==> src/rtl/nand_cpu_pkg.sv <==
// Shared types for the nand_cpu front end.
// Holds the next-PC source select and the default vector-operand width.
package nand_cpu_pkg;

  typedef enum logic [2:0] {
    SEL_HOLD,
    SEL_INC,
    SEL_BR,
    SEL_VEC,
    SEL_RET
  } pc_sel_e;

  localparam int NUM_VEC_DEF = 16;
  localparam int VEC_W       = $clog2(NUM_VEC_DEF);

endpackage

==> src/rtl/pc_sequencer_ret_stack.sv <==
// LIFO of interrupt return addresses.
// The caller guarantees push and pop are never both high in one cycle.
module ret_stack #(
  parameter int W     = 16,
  parameter int DEPTH = 4
) (
  input  logic                       clk,
  input  logic                       n_rst,
  input  logic                       push,
  input  logic                       pop,
  input  logic [W-1:0]               push_data,
  output logic [W-1:0]               top,
  output logic                       empty,
  output logic                       full,
  output logic [$clog2(DEPTH+1)-1:0] count
);

  localparam int CNT_W = $clog2(DEPTH+1);
  localparam int IDX_W = (DEPTH > 1) ? $clog2(DEPTH) : 1;

  logic [W-1:0]     mem_q [DEPTH];
  logic [CNT_W-1:0] count_q, count_d;
  logic [CNT_W-1:0] top_idx;

  assign top_idx = count_q - CNT_W'(1);
  assign top     = mem_q[top_idx[IDX_W-1:0]];
  assign empty   = (count_q == '0);
  assign full    = (count_q == CNT_W'(DEPTH));
  assign count   = count_q;

  always_comb begin
    count_d = count_q;
    if (push)      count_d = count_q + CNT_W'(1);
    else if (pop)  count_d = count_q - CNT_W'(1);
  end

  always_ff @(posedge clk or negedge n_rst) begin
    if (!n_rst) count_q <= '0;
    else        count_q <= count_d;
  end

  // Entry contents are meaningless until pushed, so no reset on the storage.
  always_ff @(posedge clk) begin
    if (push) mem_q[count_q[IDX_W-1:0]] <= push_data;
  end

endmodule

==> src/rtl/pc_sequencer.sv <==
// Fetch program-counter sequencer: increment, branch, interrupt entry/return, halt/wake,
// with a nested return stack and downstream stall.
module pc_sequencer
  import nand_cpu_pkg::*;
#(
  parameter int              PC_W      = 16,
  parameter int              NUM_VEC   = NUM_VEC_DEF,
  parameter int              RET_DEPTH = 4,
  parameter logic [PC_W-1:0] RESET_PC  = '0
) (
  input  logic                           clk,
  input  logic                           n_rst,
  input  logic [NUM_VEC*PC_W-1:0]        vec_table,
  input  logic                           dec_valid,
  input  logic                           dec_halt,
  input  logic                           dec_int,
  input  logic [$clog2(NUM_VEC)-1:0]     dec_vec,
  input  logic                           br_override,
  input  logic [PC_W-1:0]                br_offset,
  input  logic                           stall,
  input  logic                           wake,
  output logic [PC_W-1:0]                pc,
  output logic                           pc_valid,
  output logic                           halted,
  output logic [$clog2(RET_DEPTH+1)-1:0] int_depth,
  output logic                           stack_err
);

  logic [PC_W-1:0] pc_q, pc_d;
  logic            halted_q, halted_d;
  logic            err_q, err_d;
  pc_sel_e         sel;
  logic            adv, push, pop, vec_ok;
  logic            stk_empty, stk_full;
  logic [PC_W-1:0] stk_top, pc_inc, vec_pc;

  assign adv    = dec_valid & ~stall & ~halted_q;
  assign pc_inc = pc_q + PC_W'(1);
  assign vec_ok = int'(dec_vec) < NUM_VEC;
  assign vec_pc = vec_table[int'(dec_vec)*PC_W +: PC_W];

  // Priority encoder: halt > return > entry > bad vector > branch > increment.
  always_comb begin
    sel      = SEL_HOLD;
    push     = 1'b0;
    pop      = 1'b0;
    halted_d = halted_q;
    err_d    = err_q;
    if (halted_q) begin
      if (wake) begin
        sel      = SEL_INC;
        halted_d = 1'b0;
      end
    end else if (adv) begin
      if (dec_halt) begin
        halted_d = 1'b1;
      end else if (dec_int) begin
        if (dec_vec == '0) begin
          if (!stk_empty) begin
            sel = SEL_RET;
            pop = 1'b1;
          end else begin
            sel   = SEL_INC;
            err_d = 1'b1;
          end
        end else if (vec_ok && !stk_full) begin
          sel  = SEL_VEC;
          push = 1'b1;
        end else begin
          sel   = SEL_INC;
          err_d = 1'b1;
        end
      end else if (br_override) begin
        sel = SEL_BR;
      end else begin
        sel = SEL_INC;
      end
    end
  end

  always_comb begin
    pc_d = pc_q;
    case (sel)
      SEL_INC: pc_d = pc_inc;
      SEL_BR:  pc_d = pc_q + br_offset;
      SEL_VEC: pc_d = vec_pc;
      SEL_RET: pc_d = stk_top;
      default: pc_d = pc_q;
    endcase
  end

  always_ff @(posedge clk or negedge n_rst) begin
    if (!n_rst) begin
      pc_q     <= RESET_PC;
      halted_q <= 1'b0;
      err_q    <= 1'b0;
    end else begin
      pc_q     <= pc_d;
      halted_q <= halted_d;
      err_q    <= err_d;
    end
  end

  ret_stack #(
    .W     (PC_W),
    .DEPTH (RET_DEPTH)
  ) u_ret_stack (
    .clk       (clk),
    .n_rst     (n_rst),
    .push      (push),
    .pop       (pop),
    .push_data (pc_inc),
    .top       (stk_top),
    .empty     (stk_empty),
    .full      (stk_full),
    .count     (int_depth)
  );

  assign pc        = pc_q;
  assign halted    = halted_q;
  assign pc_valid  = ~halted_q;
  assign stack_err = err_q;

endmodule

==> config.mk <==
export PLATFORM = sky130hd
export DESIGN_NAME = pc_sequencer
export DESIGN_NICKNAME = d
export VERILOG_FILES = /design/src/rtl/nand_cpu_pkg.sv /design/src/rtl/pc_sequencer_ret_stack.sv /design/src/rtl/pc_sequencer.sv
export SDC_FILE = /design/constraint.sdc
export NUM_CORES = 1
export LEC_CHECK = 0
export CAP_MARGIN = 30
export CORE_MARGIN = 4
export CORE_UTILIZATION = 30
export CTS_CLUSTER_SIZE = 40
export DETAILED_ROUTE_END_ITERATION = 10
export SLEW_MARGIN = 10
export SYNTH_ARGS = -nofsm -noshare
export SYNTH_HDL_FRONTEND = slang
export SYNTH_SLANG_ARGS = --single-unit
==> constraint.sdc <==
create_clock -name clk -period 4.62 [get_ports clk]
set_input_delay 0.462 -clock clk [delete_from_list [all_inputs] [get_ports clk]]
set_output_delay 0.462 -clock clk [all_outputs]
set_load 0.1 [all_outputs]
==> results.json <==
{
  "wl_per_cell_microns": 24.4,
  "cts.hold.buffers_added": 0,
  "mostFrequentLayoutCells": "clkdlybuf4s50_1 (302), mux4_2 (75), edfxtp_1 (64)",
  "slew_viol_final": 0,
  "ys_seq_area_frac": 0.357,
  "hpwl_mm": 23.0,
  "cts.sinks": 85,
  "start_kind": "input pin",
  "synth_cells": 571,
  "grt_pass1_wl_mm": 41.7,
  "synth_edf_count": 64,
  "total_power_w": 0.00352,
  "synthSimpleGateAreaFrac": 0.0971,
  "die_w_microns": 159,
  "viasPerCell": 5.48,
  "crit_type": "in2reg",
  "cp.arrival_ps": 3010,
  "final_layout_size_suffix_gt1_frac": 0.138,
  "cts_root_buf": "clkbuf_16",
  "tns_ps": 0,
  "pin_count": 306,
  "routed_wl_mm": 28.3,
  "core_sq_mm": 0.0226,
  "rsz0062_at_grt": "no",
  "final_nets": 1171,
  "grt_use_total": 0.216,
  "netlist-cell-type-count": 64,
  "setup_viol": 0,
  "synth_ff_type": "edfxtp_1",
  "synth_xor_xnor_area_share": 0.0281,
  "synth_adder_area_share": 0.0413,
  "drtPass1Iterations": 5,
  "max_slew.worst_pin.slew_ps": 1000,
  "critPathCaptureType": "register",
  "status": "finished clean",
  "ir_drop_mv": 0.240,
  "routabilityCongestion": 0.878,
  "holdWs_ps": 483,
  "p_leak_nw": 3.74,
  "hold_class": "reg2reg",
  "postCtsSetupRepairBufs": 0,
  "antenna_found_initial": 4,
  "area_growth_pct": 52.9,
  "multi_input_area_sq_mm": 0.00415,
  "fin_crit_sh": 0.659,
  "synth_mux_area_frac": 0.289,
  "clock_latency_ps": 340,
  "synth_area_sq_mm": 0.00685,
  "post-route-min-period_ps": 3040,
  "yosys_warnings": 0,
  "maxSlewHeadroom": 0.333,
  "drc": 0,
  "max-cap-violations": 0,
  "syn-num-nets": 877,
  "n_fill_cell": 2111,
  "hold_viol": 0,
  "drt.antenna.violating_nets": 0,
  "critical_path_peak_fanout": 16,
  "cts.repair.resized": 0,
  "avgSynthCellArea_sq_um": 12.0,
  "grt_max_degree": 48,
  "skew_ps": 6.55,
  "htree_levels": 3,
  "regArea_sq_mm": 0.00245,
  "die_h_microns": 159,
  "clk_pin_slew_ps": 60,
  "synth_top_family_by_area": "multiplexers",
  "die_area_sq_mm": 0.0253,
  "final_common_cell": "clkdlybuf4s50_1",
  "cp.required_ps": 4580,
  "vias": 6330,
  "overflow": 0,
  "synthArstFlopShare": 0.247,
  "synth-compound-area-share": 0.149,
  "clockBufferDepth": 2,
  "timing.fmax_mhz": 329,
  "ys_seq_elements": 85,
  "grt_pass1_vias": 6427,
  "cts_buffers": 9,
  "placementRows": 55,
  "portBuffers": 305,
  "p_per_area_mw_per_mm2": 336,
  "initial_utilization": 0.304,
  "cts_tree": "yes",
  "drt_iter0_drc": 547
}
==> state kept, by name (all words and copies together), names as in the netlist <==
name / count
stack_err: 1
pc: 16
halted: 1
u_ret_stack.mem_q: 64
u_ret_stack.count: 3
==> cell families after synthesis <==
family                     count (synthesis)
xor gates and xnor gates                  22
and+or+nand+nor                          133
muxes                                    104
adders and majority gates                 22
AOI/OAI and AO/OA                        154
buffers and inverters                     51
DFF                                       85
==> worst paths after layout <==
check                                                end  cells after the start  slack (ps)      start
worst max register to register  u_ret_stack.mem_q[1][10]                      6        1710     halted
max in group asynchronous                         pc[10]                      2        3620      n_rst
worst min register to register                 stack_err                      2         480  stack_err
worst min-delay path                           stack_err                      2         480  stack_err
worst max-delay path            u_ret_stack.mem_q[1][10]                      7        1580      stall
min in group asynchronous                          pc[3]                      1         500      n_rst
==> synth_stat cells, types with 2 or more instances <==
library cell / number / share of area
a31oi_1: 13 / 0.012
ha_1: 21 / 0.038
o31ai_1: 2 / 0.0022
mux2i_1: 26 / 0.038
and2_1: 9 / 0.0082
nand4_1: 4 / 0.0037
o31a_1: 2 / 0.0026
a21o_1: 3 / 0.0033
buf_2: 14 / 0.010
buf_6: 6 / 0.0099
and3_1: 11 / 0.010
a221oi_1: 7 / 0.0089
o221ai_1: 7 / 0.0089
nor2_1: 27 / 0.015
mux2_2: 3 / 0.0049
o22ai_1: 8 / 0.0073
nor2b_1: 3 / 0.0027
o2bb2ai_1: 2 / 0.0026
o21ai_1: 7 / 0.0051
mux4_2: 75 / 0.25
xnor2_1: 15 / 0.019
o311a_1: 2 / 0.0029
a22oi_1: 2 / 0.0022
o211ai_1: 4 / 0.0044
buf_4: 2 / 0.0022
or3_1: 3 / 0.0027
edfxtp_1: 64 / 0.28
nand2b_1: 3 / 0.0027
a211o_1: 3 / 0.0038
nand2_1: 50 / 0.027
a211oi_1: 11 / 0.012
inv_1: 14 / 0.0077
o21a_1: 5 / 0.0055
o2111ai_1: 2 / 0.0026
dfrtp_1: 21 / 0.077
nor3_1: 2 / 0.0015
o21ai_0: 22 / 0.016
nand3_1: 9 / 0.0066
or2_2: 4 / 0.0037
xor2_1: 7 / 0.0089
a21oi_1: 40 / 0.029
clkbuf_1: 14 / 0.0077
==> metal layers <==
metal	track usage	wire [microns]	share of wire
met1	0.301	12400	0.44
met3	0.0564	2010	0.071
met4	0.0517	638	0.023
met2	0.341	13200	0.47
met5	0	36	0.0013
==> power breakdown <==
group | total (W) | switching [W] | leakage [nW] | internal [W]
combinational | 0.00180 | 0.00103 | 2.77 | 0.000772
sequential | 0.00107 | 0.000132 | 0.849 | 0.000933
clock | 0.000661 | 0.000296 | 0.124 | 0.000366
==> worst max-delay path, cell delays in order <==
cell             delay, ps
clkdlybuf4s50_1        470
nor4b_4                280
buf_4                  220
nand2_2                120
a211oi_2               510
buf_4                  260
and2_1                 680
==> cell type report <==
type                    instances  area share
diodes                          1    0.000239
clock buffers                  11      0.0222
clock inverters                 5     0.00346
inverters                      15     0.00537
multi-input cells             435       0.396
flip-flops and latches         85       0.234
well taps                     285      0.0340
repair buffers                319       0.305
==> through the flow <==
step	setup WS [ps]	cells	utilization	area (sq um)
6_report	1580	1156	0.464	10500
5_1_grt	1370	1155	0.464	10500
4_1_cts	1530	1154	0.463	10500
3_5_place_dp	1180	1138	0.451	10200
3_3_place_gp	1250	1135	0.448	10100
2_1_floorplan	1060	571	-	6850
No activity file was read; power rests on OpenSTA's default activity.
==> RTL edit 1, RTL diff (same settings) <==
The parameter `RET_DEPTH` goes from 4 to 8.
--- a/src/rtl/pc_sequencer.sv
+++ b/src/rtl/pc_sequencer.sv
@@ -7,3 +7,3 @@
   parameter int              NUM_VEC   = NUM_VEC_DEF,
-  parameter int              RET_DEPTH = 4,
+  parameter int              RET_DEPTH = 8,
   parameter logic [PC_W-1:0] RESET_PC  = '0
Interface: changed (resized int_depth); port bits go from 306 to 307. No check against the original RTL was run, so the function may have changed too.
==> RTL edit 1 against the unedited design <==
Sequential power rose by 83%; global-route usage fell by 2.6 points; sequential cell count rose by 65; area after synthesis rose by 38%; wire length rose by 17%; final cell count rose by 19%; total power rose by 81%; design area rose by 29%; worst setup slack got worse by 0.059 ns; critical path type is now reg -> out.
==> RTL edit 1: results (changes against the unedited design) <==
* Non-clk buf share at 0.2415 (was 0.3055)
* Crit Reg-Reg Endpoint: pc[2]$_DFFE_PN0P_ (was u_ret_stack.mem_q[1][10]$_DFFE_PP_)
* Clk cell area share at 0.03990 (was 0.02567)
* Post-DP Area at 12920 um2 (was 10190 um2)
* R2R Path Start: u_ret_stack.count[1]$_DFFE_PN0P_ (was halted$_DFF_PN0_)
* Vias in the first global route at 7588 (was 6427)
* Detailed Route Iter0 Violations at 566 (was 547)
* Via count at 7418 (was 6330)
* Largest net degree at the start of global routing at 61 (was 48)
* Number of port buffers at 306 (was 305)
* First-pass GRT wire length at 48.81 mm (was 41.70 mm)
* Final GP Congestion at 0.8702 (was 0.8777)
* Crit path DAT at 2.64 ns (was 3.01 ns)
* WL final at 33.06 mm (was 28.26 mm)
* Synth Area in Adders at 0.02591 (was 0.04126)
* Mapped Nets at 974 (was 877)
* Slowest cell on crit path: clkdlybuf4s50_1 (was and2_1)
* Sw Share at 0.4172 (was 0.4127)
* Clock group at 0.00126 W (was 0.000661 W)
* M2 GR Usage at 0.2966 (was 0.3410)
* Yosys cell types at 65 (was 64)
* Synthesis-to-layout area growth at 43.11% (was 52.87%)
* Final-layout clock buffer total at 17 (was 11)
* M1 WL at 14.53 mm (was 12.42 mm)
* Metal2 WL at 15.37 mm (was 13.16 mm)
* Initial antenna violation count at 8 (was 4)
* CP peak stage delay at 1.28 ns (was 0.68 ns)
* Crit-path max FO at 39 (was 16)
* Pin slew with the least headroom to its limit at 1.022 ns (was 0.9999 ns)
* Worst VDD drop at 0.5884 mV (was 0.2400 mV)
* Status: complete, no violations (unchanged)
* GR Layer Usage met3 at 0.04905 (was 0.05643)
* Post-DP HPWL at 25.64 mm (was 23.00 mm)
* Leakage at 4.637 nW (was 3.742 nW)
* Sequential Power Share at 0.306 (was 0.302)
* Ant diodes at 3 (was 1)
* Htree depth at 4 (was 3)
* Async SR Flop Fraction at 0.1467 (was 0.2471)
* Seq/total area at 0.3245 (was 0.2336)
* Xor-xnor portion of the synthesized cell area at 0.02948 (was 0.02811)
* Initial Util at 0.3070 (was 0.3037)
* Avg WL per Cell at 23.95 um (was 24.44 um)
* Syn Inst Count at 671 (was 571)
* Worst hold path type: in -> async (was reg -> reg)
## RTL edit 1: changes by cell type in the layout (fill, tap and decap cells not counted), moves of 8 or more
cell,delta
mux4_2,+28
a21oi_1,+9
clkbuf_16,+8
edfxtp_1,+64
nand2_1,-25
## RTL edit 1: worst max-delay path by stage
stage                                          start                                 to  slack [ns]  cells after the start
floorplan           u_ret_stack.count[0]$_DFFE_PN0P_  u_ret_stack.mem_q[0][0]$_DFFE_PP_        0.11                      7
global placement                        br_offset[0]                 pc[14]$_DFFE_PN0P_        1.51                      9
detailed placement                      br_offset[0]                 pc[14]$_DFFE_PN0P_        1.48                      9
CTS                 u_ret_stack.count[0]$_DFFE_PN0P_                       int_depth[0]        1.42                      2
global route        u_ret_stack.count[0]$_DFFE_PN0P_                       int_depth[0]        1.34                      2
finish              u_ret_stack.count[0]$_DFFE_PN0P_                       int_depth[0]        1.52                      2
==> RTL edit 2, RTL diff (config.mk and constraints unchanged) <==
Made on the original files. Register the output `stack_err` once more, with the module's reset; this adds one clock of latency there. The other outputs are not delayed to match.
--- a/src/rtl/pc_sequencer.sv
+++ b/src/rtl/pc_sequencer.sv
@@ -121,3 +121,9 @@
   assign pc_valid  = ~halted_q;
-  assign stack_err = err_q;
+  always_ff @(posedge clk or negedge n_rst) begin
+    if (!n_rst) begin
+      stack_err <= '0;
+    end else begin
+      stack_err <= err_q;
+    end
+  end
 
Check against the original RTL: not equivalent (Yosys sat finds a counterexample within 4 cycles, from zero or initial values and one cycle with n_rst low).
==> RTL edit 2 against the unedited design <==
Die area grew 0.30%; worst setup slack better by 0.076 ns; global-route usage shrank 0.58 points; final cell count down 0.35%; area after synthesis increased by 0.31%; total power increased by 0.58%; synthesized cell count did not move; design area is 0.14% higher; via count up 0.55%; sequential share of layout area rose by 0.20 points; wire length decreased by 1.8%; hold slack got worse by 0.11 ns; sequential cell count increased by 1; critical path type unchanged.
==> RTL edit 2: results (changes against the unedited design) <==
* Post-DP HPWL at 22.64 mm (was 23.00 mm)
* Register area share after synthesis at 0.3596 (was 0.3571)
* Initial antenna violation count at 2 (was 4)
* Ratio of cells with drive above 1 in the final layout at 0.1373 (was 0.1379)
* Nets@finish at 1168 (was 1171)
* Setup Skew at 0.009585 ns (was 0.006553 ns)
* Leakage at 3.740 nW (was 3.742 nW)
* WL final at 27.74 mm (was 28.26 mm)
* CP top delay family: simple AND/OR/NAND/NOR gates (unchanged)
* GRT Util Overall at 0.2107 (was 0.2164)
* First-pass GRT wire length at 41.28 mm (was 41.70 mm)
* Synth cell count leaders: mux4_2 (75), edfxtp_1 (64), nand2_1 (48) (was mux4_2 (75), edfxtp_1 (64), nand2_1 (50))
* Slowest cell on crit path: nor4_4 (was and2_1)
* Number of flip-flops in the largest register at 64 (unchanged)
* CTS Buf Count at 9 (unchanged)
* Yosys cell types at 63 (was 64)
* NetSw at 0.001463 W (was 0.001454 W)
* Crit-path max FO at 23 (was 16)
* Status: complete, no violations (unchanged)
* Crit path DAT at 3.15 ns (was 3.01 ns)
* Async SR Flop Fraction at 0.2558 (was 0.2471)
* Vias per Instance at 5.525 (was 5.476)
* Number of port buffers at 305 (unchanged)
* Final GP Congestion at 0.9202 (was 0.8777)
* Ant diodes at 0 (was 1)
* Root Driver: clkbuf_16 (unchanged)
* Vias in the first global route at 6399 (was 6427)
* CP peak stage delay at 0.56 ns (was 0.68 ns)
* Detailed Route Iter0 Violations at 471 (was 547)
* Worst VDD drop at 0.1928 mV (was 0.2400 mV)
* Yosys warns at 0 (unchanged)
* Max-slew headroom at 0.3286 (was 0.3334)
* Top post-synthesis cells by area: edfxtp_1 (28%), mux4_2 (25%), dfrtp_1 (8.0%) (was edfxtp_1 (28%), mux4_2 (25%), dfrtp_1 (7.7%))
RTL edit 2: changes by cell type after synthesis, sizes merged:
| cell | unedited run | this run |
|---|---|---|
| a211oi | 12 | 13 |
| and2 | 9 | 10 |
| and3 | 11 | 10 |
| dfrtp | 21 | 22 |
| nand2 | 51 | 49 |
RTL edit 2: final cells by class:
cell class	instances	area, um2
Clock inverter	7	57.56
Tap cell	285	356.6
Multi-Input combinational cell	434	4149
Fill cell	2106	12080
Sequential cell	86	2472
Clock buffer	9	225.2
Timing Repair Buffer	316	3176
Inverter	15	56.30
RTL edit 2: through the flow:
stage	cells	setup slack [ns]	hold WS [ns]	power, W	instance area (um2)
final	1152	1.653	0.3767	0.003545	10490
after detailed placement	1136	1.315	0.3640	0.002863	10210
after global routing	1152	1.416	0.3902	0.003723	10490
after CTS	1152	1.685	0.3794	0.003551	10490
after floorplan	571	1.062	0.1664	0.002208	6875
after global placement	1134	1.434	0.3581	0.002853	10150
RTL edit 2: worst register-to-register path: cells and delay by family, from the launching register on:
family / cells / cell delay [ns]
AOI/OAI and AO/OA: 3 / 0.64
adders and majority gates: 1 / 0.85
buffers and inverters: 2 / 0.51
DFF: 1 / 0.33
muxes: 1 / 0.43
RTL edit 2: kinds of logic after synthesis:
kind of cell / count (synthesis) / synth area share
compound gates: 155 / 0.1505
simple gates: 131 / 0.09536
mux: 104 / 0.2884
flops: 86 / 0.3596
buf+inv: 51 / 0.03694
xor+xnor: 22 / 0.02803
fa+ha+maj: 22 / 0.04113
RTL edit 2: worst paths after layout:
path                                                  start                   to  cells after the start  slack (ns)
max reg2reg                u_ret_stack.count[0]$_DFFE_PN0P_   pc[10]$_DFFE_PN0P_                      7        1.76
max                                              dec_vec[3]    pc[0]$_DFFE_PN0P_                      8        1.65
max in group asynchronous                             n_rst    pc[4]$_DFFE_PN0P_                      2        3.88
min                                       err_q$_DFFE_PN0P_  stack_err$_DFF_PN0_                      0        0.38
min in group asynchronous                             n_rst    pc[8]$_DFFE_PN0P_                      2        0.50
min reg2reg                               err_q$_DFFE_PN0P_  stack_err$_DFF_PN0_                      0        0.38
RTL edit 2: power groups by stage:
stage	registers [W]	logic, W	clock network, W
after floorplan	0.00138	0.000833	0
after detailed placement	0.00108	0.00179	0
after global routing	0.00107	0.00192	0.000735
final	0.00106	0.00180	0.000685
after CTS	0.00106	0.00180	0.000694
after global placement	0.00108	0.00178	0
RTL edit 2: metal layers:
| metal | wire (um) | GRT usage |
|---|---|---|
| met4 | 282 | 0.03471 |
| met3 | 2016 | 0.04608 |
| met1 | 12220 | 0.2980 |
| met5 | 27 | 0 |
| met2 | 13200 | 0.3397 |
